File: src/rtl/dm_arb_pkg.sv
`default_nettype none
// +--------------------------------------------------------------------------+
// | Module      : dm_arb_pkg                                                 |
// | Description : Shared types and constants for the dual-core data-memory   |
// |               arbiter: lock FSM states, lock-owner encodings and default |
// |               bus widths.                                                |
// | Revision    : 1.0 - initial release                                      |
// +--------------------------------------------------------------------------+
package dm_arb_pkg;

  localparam int DEF_ADDR_W       = 9;
  localparam int DEF_MEM_AW       = 8;
  localparam int DEF_DATA_W       = 16;
  localparam int DEF_LOCK_TIMEOUT = 64;

  typedef enum logic [1:0] {
    UNLOCKED = 2'd0,
    LOCK0    = 2'd1,
    LOCK1    = 2'd2
  } lock_state_t;

  localparam logic [1:0] OWN_NONE = 2'b00;
  localparam logic [1:0] OWN_P0   = 2'b01;
  localparam logic [1:0] OWN_P1   = 2'b10;

  // Map a lock state onto the externally visible owner code.
  function automatic logic [1:0] owner_of(input lock_state_t s);
    logic [1:0] o;
    o = OWN_NONE;
    case (s)
      LOCK0:   o = OWN_P0;
      LOCK1:   o = OWN_P1;
      default: o = OWN_NONE;
    endcase
    return o;
  endfunction

endpackage
`default_nettype wire

File: src/rtl/dm_arbiter_if.sv
`default_nettype none
// +--------------------------------------------------------------------------+
// | Module      : dm_arbiter_if                                              |
// | Description : Bus bundle between the two CPU data ports, the arbiter and |
// |               the single-port DM RAM.                                    |
// |   pN_req/we/addr/wdata/lock : requester access fields (N = 0,1)          |
// |   pN_gnt/rvalid/rdata/err   : arbiter responses                          |
// |   mem_addr/we/wdata/rdata   : RAM side (rdata has 1-cycle latency)       |
// |   lock_owner/lock_timeout   : lock status                                |
// |   modport slave  : arbiter view;  modport master : CPU/RAM/bench view    |
// | Revision    : 1.0 - initial release                                      |
// +--------------------------------------------------------------------------+
interface dm_arbiter_if
  import dm_arb_pkg::*;
#(
  parameter int ADDR_W = DEF_ADDR_W,
  parameter int MEM_AW = DEF_MEM_AW,
  parameter int DATA_W = DEF_DATA_W
);

  logic              p0_req;
  logic              p0_we;
  logic [ADDR_W-1:0] p0_addr;
  logic [DATA_W-1:0] p0_wdata;
  logic              p0_lock;
  logic              p0_gnt;
  logic              p0_rvalid;
  logic [DATA_W-1:0] p0_rdata;
  logic              p0_err;

  logic              p1_req;
  logic              p1_we;
  logic [ADDR_W-1:0] p1_addr;
  logic [DATA_W-1:0] p1_wdata;
  logic              p1_lock;
  logic              p1_gnt;
  logic              p1_rvalid;
  logic [DATA_W-1:0] p1_rdata;
  logic              p1_err;

  logic [MEM_AW-1:0] mem_addr;
  logic              mem_we;
  logic [DATA_W-1:0] mem_wdata;
  logic [DATA_W-1:0] mem_rdata;

  logic [1:0]        lock_owner;
  logic              lock_timeout;

  modport slave (
    input  p0_req, p0_we, p0_addr, p0_wdata, p0_lock,
    output p0_gnt, p0_rvalid, p0_rdata, p0_err,
    input  p1_req, p1_we, p1_addr, p1_wdata, p1_lock,
    output p1_gnt, p1_rvalid, p1_rdata, p1_err,
    output mem_addr, mem_we, mem_wdata,
    input  mem_rdata,
    output lock_owner, lock_timeout
  );

  modport master (
    output p0_req, p0_we, p0_addr, p0_wdata, p0_lock,
    input  p0_gnt, p0_rvalid, p0_rdata, p0_err,
    output p1_req, p1_we, p1_addr, p1_wdata, p1_lock,
    input  p1_gnt, p1_rvalid, p1_rdata, p1_err,
    input  mem_addr, mem_we, mem_wdata,
    output mem_rdata,
    input  lock_owner, lock_timeout
  );

endinterface
`default_nettype wire

File: src/rtl/rr_arb2.sv
`default_nettype none
// +--------------------------------------------------------------------------+
// | Module      : rr_arb2                                                    |
// | Description : Combinational 2-way round-robin picker.                    |
// |   req[1:0]  : raw requests                                               |
// |   last      : last winner (0 = p0, 1 = p1)                               |
// |   mask[1:0] : 1 blocks that requester this cycle                         |
// |   gnt[1:0]  : one-hot (or zero) grant                                    |
// | Revision    : 1.0 - initial release                                      |
// +--------------------------------------------------------------------------+
module rr_arb2 (
  input  logic [1:0] req,
  input  logic       last,
  input  logic [1:0] mask,
  output logic [1:0] gnt
);

  logic [1:0] w_req;

  assign w_req = req & ~mask;

  // On contention the requester that did not win last time goes first.
  always_comb begin
    gnt = 2'b00;
    if (w_req[0] && (!w_req[1] || last)) begin
      gnt = 2'b01;
    end else if (w_req[1]) begin
      gnt = 2'b10;
    end
  end

endmodule
`default_nettype wire

File: src/rtl/dm_arbiter.sv
`default_nettype none
// +--------------------------------------------------------------------------+
// | Module      : dm_arbiter                                                 |
// | Description : Shares one single-port synchronous DM RAM between two CPU  |
// |               data ports with round-robin arbitration, a lock for atomic |
// |               read-modify-write, a lock timeout and out-of-range access  |
// |               handling.                                                  |
// |   clk   : system clock, rising edge                                      |
// |   rst_n : synchronous reset, active low                                  |
// |   bus   : dm_arbiter_if.slave (requesters, RAM port, lock status)        |
// | Revision    : 1.0 - initial release                                      |
// +--------------------------------------------------------------------------+
module dm_arbiter
  import dm_arb_pkg::*;
#(
  parameter int ADDR_W       = DEF_ADDR_W,
  parameter int MEM_AW       = DEF_MEM_AW,
  parameter int DATA_W       = DEF_DATA_W,
  parameter int LOCK_TIMEOUT = DEF_LOCK_TIMEOUT
) (
  input  logic         clk,
  input  logic         rst_n,
  dm_arbiter_if.slave  bus
);

  localparam int              CNT_W   = (LOCK_TIMEOUT > 2) ? $clog2(LOCK_TIMEOUT) : 1;
  localparam logic [CNT_W-1:0] CNT_MAX = CNT_W'(LOCK_TIMEOUT - 1);

  lock_state_t       r_state;
  logic              r_last;
  logic [CNT_W-1:0]  r_cnt;
  logic              r_lock_to;
  logic [1:0]        r_rd_port;
  logic              r_rd_inr;
  logic [1:0]        r_err;
  logic [MEM_AW-1:0] r_mem_addr;
  logic [DATA_W-1:0] r_mem_wdata;

  logic [1:0]        w_req;
  logic [1:0]        w_mask;
  logic [1:0]        w_gnt;
  logic              w_any;
  logic              w_sel;
  logic              w_we;
  logic              w_lock;
  logic [ADDR_W-1:0] w_addr;
  logic [DATA_W-1:0] w_wdata;
  logic              w_inr;
  logic              w_owner_req;

  // Requests are blanked during reset so no grant or RAM write escapes.
  assign w_req = {bus.p1_req, bus.p0_req} & {2{rst_n}};

  always_comb begin
    w_mask      = 2'b00;
    w_owner_req = 1'b0;
    case (r_state)
      LOCK0: begin
        w_mask      = 2'b10;
        w_owner_req = bus.p0_req;
      end
      LOCK1: begin
        w_mask      = 2'b01;
        w_owner_req = bus.p1_req;
      end
      default: begin
        w_mask      = 2'b00;
        w_owner_req = 1'b0;
      end
    endcase
  end

  rr_arb2 u_rr_arb2 (
    .req  (w_req),
    .last (r_last),
    .mask (w_mask),
    .gnt  (w_gnt)
  );

  assign w_any   = |w_gnt;
  assign w_sel   = w_gnt[1];
  assign w_we    = w_sel ? bus.p1_we    : bus.p0_we;
  assign w_lock  = w_sel ? bus.p1_lock  : bus.p0_lock;
  assign w_addr  = w_sel ? bus.p1_addr  : bus.p0_addr;
  assign w_wdata = w_sel ? bus.p1_wdata : bus.p0_wdata;
  assign w_inr   = ((w_addr >> MEM_AW) == '0);

  assign bus.p0_gnt = w_gnt[0];
  assign bus.p1_gnt = w_gnt[1];

  // Address/data follow the winner; otherwise the last granted values are held.
  assign bus.mem_addr  = w_any ? w_addr[MEM_AW-1:0] : r_mem_addr;
  assign bus.mem_wdata = w_any ? w_wdata : r_mem_wdata;
  assign bus.mem_we    = w_any & w_we & w_inr;

  // Read return is blanked while reset is asserted so an in-flight read is dropped.
  assign bus.p0_rvalid = r_rd_port[0] & rst_n;
  assign bus.p1_rvalid = r_rd_port[1] & rst_n;
  assign bus.p0_rdata  = (r_rd_port[0] & r_rd_inr & rst_n) ? bus.mem_rdata : '0;
  assign bus.p1_rdata  = (r_rd_port[1] & r_rd_inr & rst_n) ? bus.mem_rdata : '0;
  assign bus.p0_err    = r_err[0] & rst_n;
  assign bus.p1_err    = r_err[1] & rst_n;

  assign bus.lock_owner   = owner_of(r_state);
  assign bus.lock_timeout = r_lock_to;

  always_ff @(posedge clk) begin
    if (!rst_n) begin
      r_state     <= UNLOCKED;
      r_last      <= 1'b1;
      r_cnt       <= '0;
      r_lock_to   <= 1'b0;
      r_rd_port   <= 2'b00;
      r_rd_inr    <= 1'b0;
      r_err       <= 2'b00;
      r_mem_addr  <= '0;
      r_mem_wdata <= '0;
    end else begin
      r_lock_to <= 1'b0;
      r_rd_port <= w_gnt & {2{~w_we}};
      r_rd_inr  <= w_inr;
      r_err     <= w_gnt & {2{~w_inr}};

      if (w_any) begin
        r_last      <= w_sel;
        r_mem_addr  <= w_addr[MEM_AW-1:0];
        r_mem_wdata <= w_wdata;
      end

      case (r_state)
        UNLOCKED: begin
          r_cnt <= '0;
          if (w_any && w_lock) begin
            r_state <= w_sel ? LOCK1 : LOCK0;
          end
        end
        LOCK0, LOCK1: begin
          // While locked only the owner can be granted, so any grant is the owner's.
          if (w_any) begin
            r_cnt <= '0;
            if (!w_lock) begin
              r_state <= UNLOCKED;
            end
          end else if (!w_owner_req) begin
            if (r_cnt == CNT_MAX) begin
              r_state   <= UNLOCKED;
              r_cnt     <= '0;
              r_lock_to <= 1'b1;
            end else begin
              r_cnt <= r_cnt + 1'b1;
            end
          end
        end
        default: begin
          r_state <= UNLOCKED;
          r_cnt   <= '0;
        end
      endcase
    end
  end

endmodule
`default_nettype wire

File: src/flat_wrapper.sv
// flat-port wrapper written by rule: the top's interface ports become plain ports
module dm_arbiter_flat import dm_arb_pkg::*;
#(
  parameter int ADDR_W       = DEF_ADDR_W,
  parameter int MEM_AW       = DEF_MEM_AW,
  parameter int DATA_W       = DEF_DATA_W,
  parameter int LOCK_TIMEOUT = DEF_LOCK_TIMEOUT
)
  (clk, rst_n, bus_p0_req, bus_p0_we, bus_p0_addr, bus_p0_wdata, bus_p0_lock, bus_p0_gnt, bus_p0_rvalid, bus_p0_rdata, bus_p0_err, bus_p1_req, bus_p1_we, bus_p1_addr, bus_p1_wdata, bus_p1_lock, bus_p1_gnt, bus_p1_rvalid, bus_p1_rdata, bus_p1_err, bus_mem_addr, bus_mem_we, bus_mem_wdata, bus_mem_rdata, bus_lock_owner, bus_lock_timeout);
  dm_arbiter_if #(.ADDR_W(ADDR_W), .MEM_AW(MEM_AW), .DATA_W(DATA_W)) bus_i ();
  input  logic clk;
  input  logic rst_n;
  input wire logic [$bits(bus_i.p0_req)-1:0] bus_p0_req;
  input wire logic [$bits(bus_i.p0_we)-1:0] bus_p0_we;
  input wire logic [$bits(bus_i.p0_addr)-1:0] bus_p0_addr;
  input wire logic [$bits(bus_i.p0_wdata)-1:0] bus_p0_wdata;
  input wire logic [$bits(bus_i.p0_lock)-1:0] bus_p0_lock;
  output wire logic [$bits(bus_i.p0_gnt)-1:0] bus_p0_gnt;
  output wire logic [$bits(bus_i.p0_rvalid)-1:0] bus_p0_rvalid;
  output wire logic [$bits(bus_i.p0_rdata)-1:0] bus_p0_rdata;
  output wire logic [$bits(bus_i.p0_err)-1:0] bus_p0_err;
  input wire logic [$bits(bus_i.p1_req)-1:0] bus_p1_req;
  input wire logic [$bits(bus_i.p1_we)-1:0] bus_p1_we;
  input wire logic [$bits(bus_i.p1_addr)-1:0] bus_p1_addr;
  input wire logic [$bits(bus_i.p1_wdata)-1:0] bus_p1_wdata;
  input wire logic [$bits(bus_i.p1_lock)-1:0] bus_p1_lock;
  output wire logic [$bits(bus_i.p1_gnt)-1:0] bus_p1_gnt;
  output wire logic [$bits(bus_i.p1_rvalid)-1:0] bus_p1_rvalid;
  output wire logic [$bits(bus_i.p1_rdata)-1:0] bus_p1_rdata;
  output wire logic [$bits(bus_i.p1_err)-1:0] bus_p1_err;
  output wire logic [$bits(bus_i.mem_addr)-1:0] bus_mem_addr;
  output wire logic [$bits(bus_i.mem_we)-1:0] bus_mem_we;
  output wire logic [$bits(bus_i.mem_wdata)-1:0] bus_mem_wdata;
  input wire logic [$bits(bus_i.mem_rdata)-1:0] bus_mem_rdata;
  output wire logic [$bits(bus_i.lock_owner)-1:0] bus_lock_owner;
  output wire logic [$bits(bus_i.lock_timeout)-1:0] bus_lock_timeout;
  assign bus_i.p0_req = bus_p0_req;
  assign bus_i.p0_we = bus_p0_we;
  assign bus_i.p0_addr = bus_p0_addr;
  assign bus_i.p0_wdata = bus_p0_wdata;
  assign bus_i.p0_lock = bus_p0_lock;
  assign bus_p0_gnt = bus_i.p0_gnt;
  assign bus_p0_rvalid = bus_i.p0_rvalid;
  assign bus_p0_rdata = bus_i.p0_rdata;
  assign bus_p0_err = bus_i.p0_err;
  assign bus_i.p1_req = bus_p1_req;
  assign bus_i.p1_we = bus_p1_we;
  assign bus_i.p1_addr = bus_p1_addr;
  assign bus_i.p1_wdata = bus_p1_wdata;
  assign bus_i.p1_lock = bus_p1_lock;
  assign bus_p1_gnt = bus_i.p1_gnt;
  assign bus_p1_rvalid = bus_i.p1_rvalid;
  assign bus_p1_rdata = bus_i.p1_rdata;
  assign bus_p1_err = bus_i.p1_err;
  assign bus_mem_addr = bus_i.mem_addr;
  assign bus_mem_we = bus_i.mem_we;
  assign bus_mem_wdata = bus_i.mem_wdata;
  assign bus_i.mem_rdata = bus_mem_rdata;
  assign bus_lock_owner = bus_i.lock_owner;
  assign bus_lock_timeout = bus_i.lock_timeout;
  dm_arbiter #(.ADDR_W(ADDR_W), .MEM_AW(MEM_AW), .DATA_W(DATA_W), .LOCK_TIMEOUT(LOCK_TIMEOUT)) u_core (.clk(clk), .rst_n(rst_n), .bus(bus_i));
endmodule
File: config.mk
export PLATFORM = sky130hd
export DESIGN_NAME = dm_arbiter_flat
export DESIGN_NICKNAME = d
export VERILOG_FILES = /design/src/rtl/dm_arb_pkg.sv /design/src/rtl/dm_arbiter_if.sv /design/src/rtl/rr_arb2.sv /design/src/rtl/dm_arbiter.sv /design/src/flat_wrapper.sv
export SDC_FILE = /design/constraint.sdc
export NUM_CORES = 1
export LEC_CHECK = 0
export ABC_AREA = 1
export BUFFER_PORTS_ARGS = -buffer_cell sky130_fd_sc_hd__buf_4
export CORE_MARGIN = 5
export CORE_UTILIZATION = 23
export DETAILED_ROUTE_END_ITERATION = 6
export MAX_ROUTING_LAYER = met4
export PLACE_DENSITY = 0.46
export SYNTH_ARGS = -nofsm -noshare
export SYNTH_HDL_FRONTEND = slang
export SYNTH_HIERARCHICAL = 1
export SYNTH_SLANG_ARGS = --single-unit
export TNS_END_PERCENT = 5
File: constraint.sdc
create_clock -name clk -period 1.96 [get_ports clk]
set_input_delay 0.392 -clock clk [delete_from_list [all_inputs] [get_ports clk]]
set_output_delay 0.392 -clock clk [all_outputs]
set_load 0.02 [all_outputs]
==> results of run 1 <==
==> layer usage <==
metal / wire (µm) / vias up / GRT usage
met4: 93 / 0 / 0.0405
met5: 0 / - / -
li1: - / 1440 / -
met3: 724 / 4 / 0.0320
met2: 4240 / 102 / 0.262
met1: 3390 / 1279 / 0.157
==> worst min path at each step <==
stage | to | cells past startpoint
6_report | u_core/r_rd_port[1] | 2
5_1_grt | u_core/r_rd_port[1] | 2
4_1_cts | u_core/r_rd_port[1] | 2
3_5_place_dp | u_core/r_cnt[0] | 2
3_3_place_gp | u_core/r_cnt[1] | 2
2_1_floorplan | u_core/r_cnt[1] | 2
==> sequential cells by signal, summed over array words and instances, names as in the netlist <==
| signal | cells |
|---|---|
| u_core/r_mem_addr | 8 |
| u_core/r_rd_inr | 1 |
| u_core/bus.lock_timeout | 1 |
| u_core/r_state | 2 |
| u_core/r_cnt | 6 |
| u_core/r_rd_port | 2 |
| u_core/r_err | 2 |
| u_core/r_last | 1 |
| u_core/r_mem_wdata | 16 |
==> timing repair <==
| action | CTS | global route |
|---|---|---|
| pin swaps | 10 | 0 |
| buffers inserted | 4 | 0 |
| gates resized for setup | 29 | 10 |
| gates cloned | 2 | 0 |
| endpoints found under the setup margin | 27 | 31 |
==> layout by cell type, fill, tap and decap left out, types with 9 or more instances in the layout <==
cell type and instances:
buf_4 173, nand2_1 101, inv_1 57, nor2_1 46
dfxtp_1 37, nand3_1 31, nand3_2 23, buf_6 10
nand2_2 9
==> through the flow <==
step | power [mW] | worst slack (ns) | std cells
2_1_floorplan | 1.87 | -0.230 | 360
3_3_place_gp | 2.60 | -0.144 | 656
3_5_place_dp | 2.61 | -0.156 | 656
4_1_cts | 3.30 | -0.304 | 670
5_1_grt | 3.56 | -0.426 | 670
6_report | 3.30 | -0.290 | 670
==> where the power goes <==
group,total [mW],switching (mW),internal (mW)
clock,0.524,0.274,0.250
combinational,1.83,0.968,0.860
sequential,0.945,0.0513,0.894
==> kinds of logic (layout without fill, tap and decap cells) <==
| kind of cell | after synthesis | in the layout | share of synthesized area |
|---|---|---|---|
| buf+inv | 80 | 257 | 0.151 |
| compound gates | 7 | 7 | 0.0151 |
| simple gates | 227 | 227 | 0.460 |
| xor+xnor | 1 | 1 | 0.00379 |
| fa+ha+maj | 6 | 6 | 0.0324 |
| flops | 39 | 39 | 0.337 |
==> layout make-up <==
| cell class | count | area [µm²] | area share |
|---|---|---|---|
| Multi-Input combinational cell | 241 | 1320 | 0.326 |
| Tap cell | 133 | 166 | 0.0412 |
| Timing Repair Buffer | 184 | 1430 | 0.353 |
| Sequential cell | 39 | 786 | 0.195 |
| Clock buffer | 7 | 76.3 | 0.0189 |
| Clock inverter | 1 | 5.00 | 0.00124 |
| Timing Repair inverter | 2 | 15.0 | 0.00372 |
| Inverter | 63 | 246 | 0.0610 |
==> results.tsv, run 1 <==
metric	value	unit
synth_edf_count	0	
post_drt_wl_per_cell	12.6	µm
yosysWarnings	6	
end_kind	primary output	
drive_above_1_share	0.456	
fin_util	0.413	
final_area	4040	µm²
syn-num-nets	440	
grt_pass1_wl	13300	µm
portBuffers	139	
die_x	110	µm
drv_cap	0	
crit_type	flip-flop to primary output	
cts_htree_levels	2	
reg2reg_from	u_core/r_state[0]	
synthDistinctLibCells	23	
cts_made_buffers	5	
fillers	1047	
synth_flop_cell	dfxtp_1	
area_growth	74.6	%
slew_violations	0	
drt_iter0_drc	104	
wl	8450	µm
die-area	12200	µm²
synth.top_cells.by_count	nand2_1 (108), inv_1 (61), nor2_1 (47), dfxtp_1 (39), nand3_1 (36)	
crit_slowest_cell	dfxtp_2	
critPathRequiredTime	1.57	ns
status	complete, but fails checks	
finalSetupViolCount	27	
dp_hpwl	6450	µm
cts_root_buf	clkbuf_8	
path_cells	inv_1, ha_2, nor2_4, a21oi_4, inv_4, buf_6, nor2_2, nor4_4, buf_4	
finalCritPeriodShare	1.15	
pin_count	140	
min_from	bus_p1_we	
ys_seq_area_frac	0.337	
tightestPinTransition	0.302	ns
syn_avg_cell_area	6.43	µm²
n_antenna_cell	0	
grt_usage	0.144	
r2r-end	u_core/r_state[1]	
grt_overflow	0	
critical_path_depth	9	
core	9770	µm²
grt_pass1_vias	2868	
num_rows	36	
final.min_clock_period	2.25	ns
netlist_area	2310	µm²
yosysTopAreaCell	dfxtp_1	
reg2regPathDepth	12	
yosysTopAreaCellShare	0.337	
viasPerCell	4.22	
crit_family	buffers and inverters	
clk_path_buf_depth	2	
slew_headroom	0.798	
leakagePower	2.36	nW
slowest_delay	0.37	ns
startpoint	u_core/r_state[0]	
antenna_found_initial	0	
pwr_density_cell	817	nW/µm²
worstSetupStartpointType	flip-flop	
gp_congestion	0.820	
grt_max_degree	26	
place_area	3780	µm²
vias	2825	
worst-path-max-fanout	5	
synth-seq-cells	39	
clkTransAtPathRegs	0.08	ns
clk_latency	0.28	ns
fin_skew	0.00730	ns
worstPathArrival	1.86	ns
die_h	110	µm
hold_path_class	primary input to flip-flop	
drtAntennaViolNets	0	
rsz0062_at_grt	true	
yosys.cell_count.top_type	nand2_1	
setup_ws	-0.290	ns
violations	setup timing	
start_util	0.237	
remaining_drc_errors	0	
tns	-5.80	ns
whs	0.281	ns
drt_first_pass_iters	4	
endpoint	bus_mem_we	
cts_hold_buffers	0	
cts_sinks	39	
cts_tree	built	
synth.area.top_cells	dfxtp_1 (34%), nand2_1 (18%), inv_1 (9.9%)	
synth_cells	360	
hold_viol_final	0	
finish.net_count	616	
async_flop_share	0	
path_buf_inv	4	
reg2reg_slack	0.14	ns
ir_drop	0.000316	V
max_freq	0.444	GHz
No activity file was read; power rests on OpenSTA's default activity.
==> inputs of run 2 (changes only) <==
--- a/config.mk
+++ b/config.mk
@@ -8,10 +8,12 @@
 export ABC_AREA = 1
 export BUFFER_PORTS_ARGS = -buffer_cell sky130_fd_sc_hd__buf_4
 export CORE_MARGIN = 5
-export CORE_UTILIZATION = 23
+export CORE_UTILIZATION = 39
 export DETAILED_ROUTE_END_ITERATION = 6
 export MAX_ROUTING_LAYER = met4
-export PLACE_DENSITY = 0.46
+export PLACE_DENSITY = 0.72
+export REMOVE_ABC_BUFFERS = 1
+export SKIP_LAST_GASP = 1
 export SYNTH_ARGS = -nofsm -noshare
 export SYNTH_HDL_FRONTEND = slang
 export SYNTH_HIERARCHICAL = 1
==> results.tsv, run 2 (synthesis gave the netlist of run 1 again) <==
metric	value	unit	change
status	complete, but fails checks		unchanged
violations	setup timing		unchanged
fillers	533		was 1,047
die_h	87.0	µm	was 110 µm
critPathRequiredTime	1.57	ns	about the same
largestRegisters	u_core/r_mem_wdata x16, u_core/r_mem_addr x8, u_core/r_cnt x6		unchanged
hold_path_class	primary input to flip-flop		unchanged
min_from	bus_p1_we		unchanged
slew_violations	0		unchanged
finalCritPeriodShare	1.15		about the same
clk_latency	0.29	ns	was 0.28 ns
final_common_cell	buf_4		unchanged
cts_root_buf	clkbuf_8		unchanged
cts_sinks	39		unchanged
finalNonFillerCells	597		was 670
regMostFlops	u_core/r_mem_wdata		unchanged
pwr_density_cell	850	nW/µm²	was 817 nW/µm²
slowest_delay	0.39	ns	was 0.37 ns
worstPathArrival	1.86	ns	about the same
cts_made_buffers	5		unchanged
ir_drop	0.000518	V	was 0.000316 V
largest_reg_flops	16		unchanged
drt_iter0_drc	89		was 104
vias	2756		was 2,825
reg2reg_from	u_core/r_state[1]		was u_core/r_state[0]
tightestPinTransition	0.326	ns	was 0.302 ns
gp_congestion	0.821		was 0.820
fin_util	0.662		was 0.413
clkTransAtPathRegs	0.07	ns	was 0.08 ns
reg2regPathDepth	14		was 12
grt_usage	0.198		was 0.144
r2r-end	u_core/r_state[1]		unchanged
crit_family	buffers and inverters		unchanged
num_rows	28		was 36
clk_path_buf_depth	2		unchanged
grt_max_degree	31		was 26
holdPathEnd	u_core/r_rd_port[1]		unchanged
cts_tree	built		unchanged
worst-path-max-fanout	5		unchanged
worstSetupStartpointType	flip-flop		unchanged
n_antenna_cell	0		unchanged
dp_hpwl	5580	µm	was 6450 µm
end_kind	primary output		unchanged
cts_hold_buffers	0		unchanged
wl	7610	µm	was 8450 µm
dp_cells	580		was 656
cp_common_cell	buf_4		
grt_pass1_wl	11800	µm	was 13,300 µm
fin_skew	0.00301	ns	was 0.00730 ns
die-area	7570	µm²	was 12,200 µm²
area_growth	67.4	%	was 74.6%
path_buf_inv	5		was 4
grt_overflow	0		unchanged
start_util	0.395		was 0.237
remaining_drc_errors	0		unchanged
drive_above_1_share	0.443		was 0.456
crit_slowest_cell	dfxtp_4		was dfxtp_2
setup_ws	-0.292	ns	was -0.290 ns
post_drt_wl_per_cell	12.7	µm	was 12.6 µm
cts_htree_levels	2		unchanged
ff_latch_area	788	µm²	was 786 µm²
hold_viol_final	0		unchanged
die_x	87.0	µm	was 110 µm
core	5850	µm²	was 9770 µm²
holdPathStages	2		unchanged
drtAntennaViolNets	0		unchanged
portBuffers	139		unchanged
crit_type	flip-flop to primary output		unchanged
max_freq	0.444	GHz	about the same
dp_slack	-0.222	ns	was -0.156 ns
drv_cap	0		unchanged
path_cells	inv_4, ha_4, inv_2, nand2_2, a21oi_2, buf_4, buf_8, nor2_4, nor4_4, buf_4		was inv_1, ha_2, nor2_4, a21oi_4, inv_4, buf_6, nor2_2, nor4_4, buf_4
layout_common_cells	buf_4 (161), nand2_1 (104), inv_1 (57)		was buf_4 (173), nand2_1 (101), inv_1 (57)
rsz0062_at_grt	true		unchanged
reg2reg_slack	0	ns	was 0.14 ns
slew_headroom	0.783		was 0.798
finish.net_count	602		was 616
final.min_clock_period	2.25	ns	about the same
multi_input_area	1300	µm²	was 1320 µm²
drt_first_pass_iters	4		unchanged
grt_pass1_vias	2647		was 2,868
tns	-5.98	ns	was -5.80 ns
antenna_found_initial	0		unchanged
pin_count	140		unchanged
viasPerCell	4.62		was 4.22
finalSetupViolCount	26		was 27
leakagePower	2.31	nW	was 2.36 nW
[run 2: worst max-delay path by stage]
stage,endpoint,cells after the start,startpoint
final,bus_mem_we,10,u_core/r_state[1]
after global routing,bus_mem_wdata[3],12,u_core/r_state[1]
after CTS,bus_mem_we,11,u_core/r_state[1]
after detailed placement,bus_mem_wdata[1],12,u_core/r_state[1]
after global placement,bus_mem_wdata[1],10,u_core/r_state[0]
after floorplan,bus_mem_we,9,u_core/r_state[1]
[run 2: worst register-to-register path: cells and delay by family (launching register included)]
kind	cells	cell delay, ns
AO/OA/AOI/OAI	1	0.14
adder cells (fa/ha/maj)	1	0.16
buffers and inverters	6	0.59
flip-flops	1	0.39
AND/OR/NAND/NOR	6	0.58
[run 2: stage by stage]
stage	hold WS, ns	power (mW)	cell area, µm²
6_report	0.274	3.29	3870
5_1_grt	0.266	3.52	3870
4_1_cts	0.266	3.19	3730
3_5_place_dp	0.482	2.43	3510
3_3_place_gp	0.467	2.40	3510
2_1_floorplan	0.442	1.75	2200
[run 2: cell type report]
cell class                 instances  area share
timing repair inverter             2     0.00452
sequential                        39       0.203
timing repair buffer             170       0.339
multi-input combinational        241       0.336
tap                               75      0.0242
clock inverter                     2     0.00969
clock buffer                       5      0.0178
inverter                          63      0.0649
[run 2: layer usage]
metal,share of wire,global-route usage
met1,0.41,0.222
met5,0,-
met3,0.091,0.0520
met2,0.49,0.347
met4,0.013,0.0524
[run 2: repair_timing]
item	in CTS	in global routing
pin swaps	4	6
gates resized for setup	18	28
gates cloned	0	2
buffers inserted	8	2
setup endpoints to repair	27	57
hold endpoints to repair	0	0
[run 2: power breakdown]
group	switching [mW]	total [mW]	internal, mW
combinational	0.928	1.68	0.756
clock	0.282	0.654	0.372
sequential	0.0559	0.954	0.898
total	1.27	3.29	2.03
